## config.mk

```make
export PLATFORM = sky130hd
export DESIGN_NAME = div_sequencer
export DESIGN_NICKNAME = d
export VERILOG_FILES = /design/src/rtl/div_sequencer_pkg.sv /design/src/rtl/div_sequencer_step.sv /design/src/rtl/div_sequencer.sv
export SDC_FILE = /design/constraint.sdc
export NUM_CORES = 1
export LEC_CHECK = 0
export CAP_MARGIN = 20
export CELL_PAD_IN_SITES_DETAIL_PLACEMENT = 0
export CELL_PAD_IN_SITES_GLOBAL_PLACEMENT = 1
export CORE_MARGIN = 1.5
export CORE_UTILIZATION = 43
export DETAILED_ROUTE_END_ITERATION = 10
export GPL_TIMING_DRIVEN = 0
export HOLD_SLACK_MARGIN = 0.02
export MAX_ROUTING_LAYER = met4
export PLACE_DENSITY = 0.91
export SLEW_MARGIN = 20
export SYNTH_ARGS = -nofsm -noshare
export SYNTH_HDL_FRONTEND = slang
export SYNTH_SLANG_ARGS = --single-unit
```

## constraint.sdc

```tcl
create_clock -name clk -period 7.2 [get_ports clk]
set_input_delay 1.08 -clock clk [delete_from_list [all_inputs] [get_ports clk]]
set_output_delay 1.08 -clock clk [all_outputs]
set_load 0.01 [all_outputs]
```

## src/rtl/div_sequencer_pkg.sv

```systemverilog
// Shared opcodes and state encoding for the multi-cycle divide sequencer.
package div_sequencer_pkg;

   // ALU control codes that select a divide; every other code is left to the single-cycle ALU
   localparam logic [7:0] EXE_DIV_OP  = 8'b0001_1010;
   localparam logic [7:0] EXE_DIVU_OP = 8'b0001_1011;

   // Sequencer states, encoded in two bits
   typedef enum logic [1:0] {
      DIVS_IDLE = 2'b00,
      DIVS_BUSY = 2'b01,
      DIVS_DONE = 2'b10
   } divState_t;

endpackage

```

## src/rtl/div_sequencer_step.sv

```systemverilog
// One combinational radix-2 restoring divide iteration.
module div_step #(
   parameter int WIDTH = 32
) (
   input  logic [WIDTH-1:0] i_rem,
   input  logic [WIDTH-1:0] i_quo,
   input  logic [WIDTH-1:0] i_div,
   output logic [WIDTH-1:0] o_rem,
   output logic [WIDTH-1:0] o_quo
);

   logic [WIDTH:0]   w_shifted;
   logic [WIDTH+1:0] w_trial;

   // Shift {rem,quo} left by one and subtract the divisor from the upper half.
   // The shifted remainder can need WIDTH+1 bits when the divisor is above 2^(WIDTH-1),
   // so the trial runs two bits wider. A non-negative trial is always below the divisor,
   // so both top bits of the trial are zero exactly when the subtraction is kept.
   always_comb begin
      w_shifted = {i_rem, i_quo[WIDTH-1]};
      w_trial   = {1'b0, w_shifted} - {2'b00, i_div};
      o_quo     = {i_quo[WIDTH-2:0], 1'b0};
      o_rem     = w_shifted[WIDTH-1:0];
      if (w_trial[WIDTH+1:WIDTH] == 2'b00) begin
         o_rem    = w_trial[WIDTH-1:0];
         o_quo[0] = 1'b1;
      end
   end

endmodule

```

## src/rtl/div_sequencer.sv

```systemverilog
// Multi-cycle DIV/DIVU sequencer for the EX stage: accepts one request, runs WIDTH
// restoring iterations while stalling the front of the pipe, then pulses valid for one
// cycle with the sign-corrected quotient (LO) and remainder (HI).
module div_sequencer
   import div_sequencer_pkg::*;
#(
   parameter int WIDTH = 32,
   parameter int CNT_W = 6
) (
   input  logic             clk,
   input  logic             resetn,
   input  logic             req,
   input  logic [7:0]       alucontrol,
   input  logic [WIDTH-1:0] dividend,
   input  logic [WIDTH-1:0] divisor,
   input  logic             cancel,
   output logic             stall,
   output logic             valid,
   output logic [WIDTH-1:0] quotient,
   output logic [WIDTH-1:0] remainder,
   output logic             div_by_zero
);

   localparam logic [CNT_W-1:0] LastCnt = CNT_W'(WIDTH - 1);

   divState_t        r_state;
   logic [CNT_W-1:0] r_cnt;
   logic [WIDTH-1:0] r_rem;
   logic [WIDTH-1:0] r_quo;
   logic [WIDTH-1:0] r_div;
   logic             r_negQ;
   logic             r_negR;
   logic             r_valid;
   logic [WIDTH-1:0] r_quotient;
   logic [WIDTH-1:0] r_remainder;
   logic             r_dbz;

   logic             w_isDiv;
   logic             w_signed;
   logic             w_accept;
   logic             w_divisorZero;
   logic [WIDTH-1:0] w_dividendAbs;
   logic [WIDTH-1:0] w_divisorAbs;
   logic [WIDTH-1:0] w_remNext;
   logic [WIDTH-1:0] w_quoNext;
   logic [WIDTH-1:0] w_quoFixed;
   logic [WIDTH-1:0] w_remFixed;

   // Request decode, operand magnitudes and sign correction of the final iteration.
   // Accept is gated by resetn so stall reads zero while the block is held in reset.
   always_comb begin
      w_isDiv       = (alucontrol == EXE_DIV_OP) || (alucontrol == EXE_DIVU_OP);
      w_signed      = (alucontrol == EXE_DIV_OP);
      w_accept      = resetn && (r_state == DIVS_IDLE) && req && !cancel && w_isDiv;
      w_divisorZero = (divisor == '0);
      w_dividendAbs = (w_signed && dividend[WIDTH-1]) ? (~dividend + 1'b1) : dividend;
      w_divisorAbs  = (w_signed && divisor[WIDTH-1])  ? (~divisor + 1'b1)  : divisor;
      w_quoFixed    = r_negQ ? (~w_quoNext + 1'b1) : w_quoNext;
      w_remFixed    = r_negR ? (~w_remNext + 1'b1) : w_remNext;
      stall         = w_accept || ((r_state == DIVS_BUSY) && !cancel);
   end

   div_step #(
      .WIDTH (WIDTH)
   ) u_step (
      .i_rem (r_rem),
      .i_quo (r_quo),
      .i_div (r_div),
      .o_rem (w_remNext),
      .o_quo (w_quoNext)
   );

   // Sequencer FSM with its iteration registers and registered result outputs.
   // Results are only overwritten when an operation completes, so a cancelled divide
   // leaves the previous quotient/remainder visible; the zero flag clears on any accept.
   always_ff @(posedge clk or negedge resetn) begin
      if (!resetn) begin
         r_state     <= DIVS_IDLE;
         r_cnt       <= '0;
         r_rem       <= '0;
         r_quo       <= '0;
         r_div       <= '0;
         r_negQ      <= 1'b0;
         r_negR      <= 1'b0;
         r_valid     <= 1'b0;
         r_quotient  <= '0;
         r_remainder <= '0;
         r_dbz       <= 1'b0;
      end else begin
         r_valid <= 1'b0;
         case (r_state)
            DIVS_IDLE: begin
               if (w_accept) begin
                  if (w_divisorZero) begin
                     r_quotient  <= '1;
                     r_remainder <= dividend;
                     r_dbz       <= 1'b1;
                     r_valid     <= 1'b1;
                     r_state     <= DIVS_DONE;
                  end else begin
                     r_rem   <= '0;
                     r_quo   <= w_dividendAbs;
                     r_div   <= w_divisorAbs;
                     r_negQ  <= w_signed && (dividend[WIDTH-1] ^ divisor[WIDTH-1]);
                     r_negR  <= w_signed && dividend[WIDTH-1];
                     r_cnt   <= '0;
                     r_dbz   <= 1'b0;
                     r_state <= DIVS_BUSY;
                  end
               end
            end
            DIVS_BUSY: begin
               if (cancel) begin
                  r_cnt   <= '0;
                  r_state <= DIVS_IDLE;
               end else begin
                  r_rem <= w_remNext;
                  r_quo <= w_quoNext;
                  r_cnt <= r_cnt + 1'b1;
                  if (r_cnt == LastCnt) begin
                     r_quotient  <= w_quoFixed;
                     r_remainder <= w_remFixed;
                     r_valid     <= 1'b1;
                     r_state     <= DIVS_DONE;
                  end
               end
            end
            DIVS_DONE: begin
               r_state <= DIVS_IDLE;
            end
            default: begin
               r_state <= DIVS_IDLE;
            end
         endcase
      end
   end

   // Outputs come straight from their registers
   always_comb begin
      valid       = r_valid;
      quotient    = r_quotient;
      remainder   = r_remainder;
      div_by_zero = r_dbz;
   end

endmodule

```

==> reports/qor.txt <==
status = finished, final reports clean
final count of negative-setup-slack endpoints = 0
DP HPWL = 32500 um
clk sinks = 172
n_diodes = 0
syn nets = 1686
layout cell share with drive strength beyond 1 = 5.33%
Syn Std Cell Area = 12500 um^2
Avg Inst Size Synth = 7.98 um^2
Starting Density = 43.7%
antenna violations before repair = 0
CP Max Fanout = 10
Initial DRT Pass Iterations = 5
Clk pin slew, worst setup/hold paths = 0.08 ns
Power Density = 159 nW/um^2
largest net degree at the start of global routing = 98
register area = 4300 um^2
Row Count = 62
nature of the critical path endpoint = register
flops & latches, synth = 172
Iter 0 DRT Violations = 933
Vias = 12400
CTS tree = built
Synth async-reset ratio = 100%
metal3 WL = 2290 um
core area = 28700 um^2
CTS buffer count = 17
root buffer cell = clkbuf_16
post-synthesis cell type count = 83
Leakage = 6.35 nW
post-synthesis sequential area ratio = 34.3%
Min-Delay Path Class = register to register
crit path launch type = register
RSZ-0062 raised after global routing = no
filler cell count = 2796
# DRC = 0
EDFF count, synth = 0
Syn. warnings = 0
Top Layer Used = met4
slew of the pin with the lowest slew margin = 1.16 ns
port bufs = 142
most frequent cells in the layout = dfrtp_1 (172), nand2_1 (170), o21ai_0 (167)
Syn Inst Count = 1572
Synth Flop Type = dfrtp_1
number of global-route vias before repair = 11900
Tot GR Track Use = 28.2%
dpl cells = 2099
Routed Wire Length = 41200 um
die area = 30200 um^2
Slew Viols, Final = 0
H-tree Lvls = 4
most common cell after layout, fill and taps aside = dfrtp_1
Max rail drop VDD = 156 uV
CTS Hold Bufs = 0
cts repair resizes = 0
num ports = 143
Final #Nets = 1848
Critical Path RT = 7.52 ns
postcts setup bufs = 0
wire length of the first global-routing pass = 64700 um
share of the clock period used by the worst path = 92.5%
clock buffer depth = 2
Clock Latency Late Sink = 0.45 ns
Die Y = 174 um
Die X = 174 um
clock period minus worst slack = 6.66 ns
Multi-input gate area = 7600 um^2
Pwr Total = 0.00239 W
max-cap violations = 0
worst-case clock skew = 0.0180 ns
area growth from synthesis to layout = 20.0%
DR WL met2 = 19800 um
Metal-1 WL = 17900 um
DR WL/cell = 19.4 um
antenna viol nets, final = 0
max_slew headroom = 22.2%
via density per instance = 5.81
gr ovfl total = 0
Setup CP Type = register to register
Hold Fails Final Rpt = 0
FMAX = 150 MHz
routability congestion estimate = 0.927
Critical Path AT = 6.98 ns
final cell count without fillers = 2130
-- power breakdown --
group          internal (W)  total [W]  leakage (nW)  switching, W
clock              0.000462   0.000930         0.278      0.000469
sequential         0.000989    0.00102          2.36     0.0000275
combinational      0.000174   0.000440          3.71      0.000266
-- sequential cells by signal, summed over array words and instances (netlist names), 2 cells and up --
signal	count
r_cnt	6
r_rem	32
r_state	2
quotient	32
remainder	32
r_quo	32
r_div	32
-- cells in the mapped netlist, types with 10 or more instances --
master / n / area share, %
inv_1: 62 / 1.9
nor3_1: 29 / 1.2
a21oi_1: 156 / 6.2
o21ai_1: 15 / 0.60
nand2b_1: 16 / 0.80
xor2_1: 73 / 5.1
nand4_1: 11 / 0.55
o31ai_1: 23 / 1.4
a31oi_1: 15 / 0.75
buf_2: 20 / 0.80
a21o_1: 12 / 0.72
ha_1: 37 / 3.7
mux2i_1: 31 / 2.5
nand3_1: 56 / 2.2
or3_1: 13 / 0.65
o211ai_1: 12 / 0.72
clkbuf_1: 63 / 1.9
and2_1: 10 / 0.50
nor4_1: 17 / 0.85
o21ai_0: 167 / 6.7
or4_1: 10 / 0.60
a211oi_1: 12 / 0.72
nand2_1: 170 / 5.1
xnor2_1: 62 / 4.3
buf_1: 10 / 0.30
nor2_1: 149 / 4.5
dfrtp_1: 172 / 34
and3_1: 20 / 1.0
o41ai_1: 13 / 0.91
-- worst max-delay path, cell delays in order (launching register included) --
cell,delay [ns]
dfrtp_1,0.48
inv_1,0.14
ha_1,0.18
inv_1,0.05
fa_1,0.43
a211oi_2,0.39
nor4_4,0.12
nor2_2,0.18
o211ai_2,0.16
a31oi_2,0.32
nand2_1,0.32
nand2_4,0.19
inv_2,0.05
buf_2,0.22
buf_1,0.32
o21ai_0,0.47
ha_1,0.30
inv_1,0.07
or4_1,0.54
nor3_1,0.39
inv_1,0.14
o32a_1,0.46
o31ai_1,0.29
mux2i_1,0.23
nand3_1,0.09
-- metal layers --
layer  track usage (%)  vias up
li1                  -     5946
met1              35.2     5922
met4              9.70        0
met3              3.95       76
met2              46.8      428
met5                 -        -
-- worst paths after layout --
path / cells after the start / slack, ns / end / startpoint
worst min register to register: 2 / 0.48 / r_div[12] / r_div[12]
worst max register to register: 24 / 0.54 / remainder[24] / r_quo[31]
min in group asynchronous: 1 / 0.59 / quotient[14] / resetn
worst max-delay path: 24 / 0.54 / remainder[24] / r_quo[31]
worst min-delay path: 2 / 0.48 / r_div[12] / r_div[12]
max in group asynchronous: 2 / 5.69 / r_rem[30] / resetn
-- stage by stage --
| step | setup WS (ns) | utilization [%] | setup TNS (ns) | instance area (um^2) | hold slack [ns] |
|---|---|---|---|---|---|
| after floorplan | 2.08 | - | 0 | 12500 | 0.444 |
| after global placement | -2.88 | 50.3 | -782.53 | 14400 | 0.462 |
| after detailed placement | 0.610 | 50.4 | 0 | 14500 | 0.471 |
| after CTS | 0.577 | 52.4 | 0 | 15000 | 0.483 |
| after global routing | 0.154 | 52.4 | 0 | 15000 | 0.507 |
| final | 0.540 | 52.4 | 0 | 15000 | 0.478 |
-- kinds of logic after synthesis --
kind of cell / Yosys count / share of synthesized area, %
compound gates: 492 / 23.8
buf+inv: 159 / 5.05
xor+xnor: 135 / 9.43
fa+ha+maj: 38 / 3.85
flops: 172 / 34.3
mux: 35 / 2.83
simple gates: 541 / 20.8
-- area by class of cell --
class / instances / share of cell area, %
multi-input combinational: 1241 / 50.5
sequential: 172 / 28.6
timing repair buffer: 143 / 9.66
tap: 384 / 3.19
clock buffer: 17 / 2.83
buffer: 96 / 2.64
inverter: 63 / 1.57
clock inverter: 14 / 0.973
Power figures use the tool's default switching activity.
